File: config.mk
export PLATFORM = sky130hd
export DESIGN_NAME = mod_addsub_pipe
export DESIGN_NICKNAME = d
export VERILOG_FILES = /design/src/rtl/mod_addsub_pipe.sv
export SDC_FILE = /design/constraint.sdc
export NUM_CORES = 1
export LEC_CHECK = 0
export ABC_AREA = 1
export CAP_MARGIN = 20
export CORE_MARGIN = 2
export CORE_UTILIZATION = 30
export DETAILED_ROUTE_END_ITERATION = 12
export SETUP_SLACK_MARGIN = 0.5
export SYNTH_ARGS = -nofsm -noshare
export SYNTH_HDL_FRONTEND = slang
export SYNTH_SLANG_ARGS = --single-unit
export TNS_END_PERCENT = 5
File: constraint.sdc
create_clock -name clk -period 2.2 [get_ports clk]
set_input_delay 0.33 -clock clk [delete_from_list [all_inputs] [get_ports clk]]
set_output_delay 0.33 -clock clk [all_outputs]
set_load 0.03 [all_outputs]
File: src/rtl/mod_addsub_pipe.sv
// Multi-lane modular add/sub/rsub/negate unit with a two-stage valid/ready pipeline.
// Latency: 2 cycles from input handshake to out_valid; throughput 1 transaction/cycle.
// Backpressure: in_ready is combinational from out_ready (no skid buffer); outputs hold while stalled.
module mod_addsub_pipe #(
    parameter int DATA_WIDTH = 12,
    parameter int MODULUS    = 3329,
    parameter int LANES      = 4,
    parameter int TAG_WIDTH  = 4
) (
    input  logic                          clk,
    input  logic                          rst,
    input  logic                          in_valid,
    output logic                          in_ready,
    input  logic [1:0]                    in_op,
    input  logic [LANES*DATA_WIDTH-1:0]   in_a,
    input  logic [LANES*DATA_WIDTH-1:0]   in_b,
    input  logic [TAG_WIDTH-1:0]          in_tag,
    output logic                          out_valid,
    input  logic                          out_ready,
    output logic [LANES*DATA_WIDTH-1:0]   out_res,
    output logic [TAG_WIDTH-1:0]          out_tag,
    output logic [LANES-1:0]              out_err,
    output logic [15:0]                   done_count
);
    // Two extra bits hold a+b without overflow and a signed difference.
    localparam int RW = DATA_WIDTH + 2;
    localparam logic [RW-1:0] Q = RW'(MODULUS);

    logic                        s1_valid;
    logic                        s2_valid;
    logic                        s2_load;
    logic                        in_hs;
    logic                        out_hs;
    logic [RW-1:0]               raw_d  [LANES];
    logic [RW-1:0]               s1_raw [LANES];
    logic [LANES-1:0]            err_d;
    logic [LANES-1:0]            s1_err;
    logic [TAG_WIDTH-1:0]        s1_tag;
    logic [LANES*DATA_WIDTH-1:0] res_d;

    assign s2_load   = !s2_valid || out_ready;
    assign in_ready  = !s1_valid || s2_load;
    assign in_hs     = in_valid && in_ready;
    assign out_valid = s2_valid;
    assign out_hs    = s2_valid && out_ready;

    for (genvar i = 0; i < LANES; i++) begin : g_lane
        logic [RW-1:0] a_x;
        logic [RW-1:0] b_x;
        logic [RW-1:0] raw;
        logic [RW-1:0] fix;

        assign a_x = {2'b00, in_a[i*DATA_WIDTH +: DATA_WIDTH]};
        assign b_x = {2'b00, in_b[i*DATA_WIDTH +: DATA_WIDTH]};

        always_comb begin
            case (in_op)
                2'b00:   raw = a_x + b_x;
                2'b01:   raw = a_x - b_x;
                2'b10:   raw = b_x - a_x;
                default: raw = '0 - a_x;
            endcase
        end

        // Negate ignores b, so b cannot raise the range flag there.
        assign err_d[i] = (a_x >= Q) || ((in_op != 2'b11) && (b_x >= Q));
        assign raw_d[i] = raw;

        // A single conditional correction; sign bit selects the add-back path.
        always_comb begin
            if (s1_raw[i][RW-1])
                fix = s1_raw[i] + Q;
            else if (s1_raw[i] >= Q)
                fix = s1_raw[i] - Q;
            else
                fix = s1_raw[i];
        end

        assign res_d[i*DATA_WIDTH +: DATA_WIDTH] = DATA_WIDTH'(fix);
    end

    always_ff @(posedge clk) begin
        if (rst) begin
            s1_valid   <= 1'b0;
            s2_valid   <= 1'b0;
            out_res    <= '0;
            out_tag    <= '0;
            out_err    <= '0;
            done_count <= '0;
        end else begin
            if (in_hs)
                s1_valid <= 1'b1;
            else if (s2_load)
                s1_valid <= 1'b0;

            if (s2_load) begin
                s2_valid <= s1_valid;
                if (s1_valid) begin
                    out_res <= res_d;
                    out_tag <= s1_tag;
                    out_err <= s1_err;
                end
            end

            if (out_hs)
                done_count <= done_count + 16'd1;
        end
    end

    // Stage-1 payload is qualified by s1_valid, so it needs no reset.
    always_ff @(posedge clk) begin
        if (in_hs) begin
            s1_raw <= raw_d;
            s1_tag <= in_tag;
            s1_err <= err_d;
        end
    end
endmodule
==> qor.txt <==
Worst-Skew Late Latency: 420 ps
Status: complete, no violations
Crit-path max cell delay: 470 ps
Seq pwr share: 28.1%
Core Rows: 84
Number of global-route vias before repair: 17926
CTS clk-pin slew, worst paths: 70 ps
Synth area leader: nand2_1
Maximum clock rate: 526 MHz
Leak Pwr: 0.0116 uW
Largest cells by area after synthesis: nand2_1 (13%), ha_1 (13%), edfxtp_1 (12%), dfxtp_1 (9.2%), inv_1 (8.4%)
HPWL after DPL: 46.8 mm
CP top delay family: simple AND/OR/NAND/NOR gates
Net count, final: 3463
Clk pwr share: 25.4%
Crit path launch type: primary input
Routed vias/inst: 4.92
Wirelength per Cell: 15.4 um
Cell chain of the critical path: clkdlybuf4s50_1 -> inv_1 -> ha_4 -> nand2_1 -> nor2_2 -> nand3_1 -> nand3_1 -> a21oi_1 -> o21ai_0 -> nand4_1
Endpoints failing setup: 0
Synth top area share: 13.0%
GPL Wtd Cong: 0.958
Distinct cells, synth: 57
Worst-case vdd ir drop: 0.487 mV
Share of post-route cells with drive strength above 1: 29.3%
Pwr Total: 11300 uW
Ys flop type: dfxtp_1
I/O Pins: 180
Dpl cell area: 0.0218 mm^2
Post-route clock period utilization: 86.4%
Core area: 0.0529 mm^2
Worst Max-Slew Pin Slew: 616 ps
Via count: 19076
Cell count along the critical path: 10
Post-Synthesis Cells: 2564
Rel. slew slack: 58.9%
Hold WC Path Type: primary input to register
Initial antenna violation count: 0
CP Max Fanout: 8
Die Ht: 236 um
CP required: 2340 ps
P&R area growth vs syn: 52.2%
PwrDens: 460 mW/mm^2
Fillers: 5335
Max-cap check violation count: 0
Drt total wl: 59.6 mm
Post-synth EDFFs: 64
Most used cell, CP: nand3_1
Post-route DRC: 0
First-pass GRT wire length: 92.5 mm
RSZ-0062 raised after global routing: yes
CP max stage cell: clkdlybuf4s50_1
Worst Setup End Kind: register
NetSw: 4350 uW
Final Hold Vio Count: 0
Largest net degree at the start of global routing: 48
Root buffer cell: clkbuf_16
Avg Cell Area, Syn: 6.29 um^2
GRT Total Usage: 20.6%
Post-Layout Inst Area: 0.0245 mm^2
Starting Density: 30.5%
Antenna Violating Nets Remaining: 0
YS warnings: 0
Cells on Worst Hold Path: 4
Post-synth ARST share: 0%
Total iterations of the first detailed-routing run: 5
Num CTS Buffers: 17
Critical path class: primary input to register
Post-Syn Nets: 2847
Initial DRC Count: 1235
Clk_skew: 12.9 ps
Register area share after synthesis: 21.1%
Clk buf depth: 2
Cell area after synthesis: 0.0161 mm^2
Register bit total from synthesis: 138
Min Tclk post-route: 1900 ps
Hold Slack: 383 ps
I/O Buffers: 179
GRT Residual Overflow: 0
Combinational Power Share: 46.6%
CP bufs+invs: 2
R2R cell count: 10
CTS tree: yes
Antenna cells: 0
Internal power: 6930 uW
Die width: 236 um
Die ar.: 0.0556 mm^2
Htree depth: 4
Clk sinks: 138
Switching part of the total: 38.6%
Worst Path Arrival: 2040 ps
Max-slew violations: 0
[stage by stage]
stage	cells	utilization, %	setup slack (ps)	TNS, ps
2_1_floorplan	2564	-	226	0
3_3_place_gp	3787	41.3	-574	-18470
3_5_place_dp	3787	41.3	-581	-19080
4_1_cts	3845	44.6	257	0
5_1_grt	3881	46.4	219	0
6_report	3881	46.4	298	0
[kinds of logic (layout without fill, tap and decap cells)]
family / count (synthesis) / count (layout) / synth area share, %
fa+ha+maj: 177 / 177 / 14.3
simple gates: 1259 / 1261 / 34.3
flops: 138 / 138 / 21.1
mux: 1 / 1 / 0.0621
xor+xnor: 39 / 39 / 2.12
compound gates: 507 / 507 / 17.4
buf+inv: 443 / 1070 / 10.7
[worst register-to-register path, cell delays in order (launching register included)]
cell and delay [ps]:
edfxtp_1 540, nor2_2 260, nand3_2 160, nand3b_4 140, nand3_4 180, nand2_1 130, nand2_1 60, nand2_1 60
nand3_1 80, nand2_1 80, inv_1 40
[layer usage]
metal | part of all wire (%) | GRT usage, % | vias to the layer above
li1 | - | - | 9781
met1 | 46 | 27.7 | 8670
met2 | 46 | 34.3 | 530
met3 | 5.0 | 2.50 | 95
met4 | 2.8 | 6.77 | 0
met5 | 0 | 0 | -
[synthesized netlist by cell type, drive strengths merged, types with 5 or more instances]
library cell / count
a211oi: 9
a21boi: 13
a21o: 13
a21oi: 211
a31oi: 10
buf: 29
clkbuf: 46
dfxtp: 74
edfxtp: 64
fa: 12
ha: 165
inv: 364
nand2: 565
nand3: 231
nand3b: 12
nand4: 94
nor2: 292
nor3: 37
o2111ai: 15
o211ai: 5
o21ai: 195
o21bai: 13
o22ai: 10
or2: 22
xor2: 35
[cell type report]
type | count | area, um^2 | share of cell area (%)
clock buffer | 22 | 507 | 2.07
clock inverter | 10 | 77.6 | 0.316
inverter | 368 | 1400 | 5.72
multi-input combinational | 1985 | 12600 | 51.5
sequential | 138 | 3410 | 13.9
tap | 688 | 861 | 3.51
timing repair buffer | 670 | 5650 | 23.0
[power groups by stage]
stage	clock network, uW	logic, uW	registers, uW
after detailed placement	0	4510	3220
after floorplan	0	2310	3320
after global placement	0	4480	3210
after CTS	2950	4870	3160
final	2860	5250	3170
after global routing	3050	5770	3190
[state kept, by name, summed over array words and instances (netlist names)]
| name | cells |
|---|---|
| out_err | 4 |
| s1_raw | 56 |
| out_tag | 4 |
| out_res | 48 |
| done_count | 16 |
| s1_valid | 1 |
| s1_tag | 4 |
| out_valid | 1 |
| s1_err | 4 |
[layout by cell type (no fill, tap or decap), drive strengths merged, types with 2 or more instances in the layout]
master         instances
a21oi                211
a31oi                 10
dlymetal6s2s          17
o21bai                13
ha                   165
clkdlybuf4s50         96
o41ai                  2
nor4                   3
clkbuf                27
inv                  367
o21ai                195
clkinv                 8
xor2                  35
fa                    12
nor3b                  2
clkdlybuf4s15          6
nand2                565
nand3                233
clkinvlp               3
a211oi                 9
nor3                  37
o2111ai               15
dfxtp                 74
nand4                 94
o22ai                 10
nand3b                12
o21a                   4
buf                  495
a21o                  13
o211ai                 5
nor2                 292
a21boi                13
dlygate4sd2           51
or2                   22
o31ai                  2
edfxtp                64
xnor2                  4
[repair_timing]
action                     in CTS  in global routing
pin swaps                      86                 68
cloned                          0                  2
setup endpoints to repair     175                174
gates resized for setup       376                217
hold buffers                    0                  0
setup buffers                  26                 34
[worst paths after layout]
kind | startpoint | to | slack, ps
setup / recovery | in_a[45] | s1_raw[10] | 300
hold reg to reg | out_res[25] | out_res[25] | 460
hold / removal | in_a[12] | s1_raw[28] | 380
setup reg to reg | s1_raw[16] | out_res[32] | 380
Power figures use the tool's default switching activity.
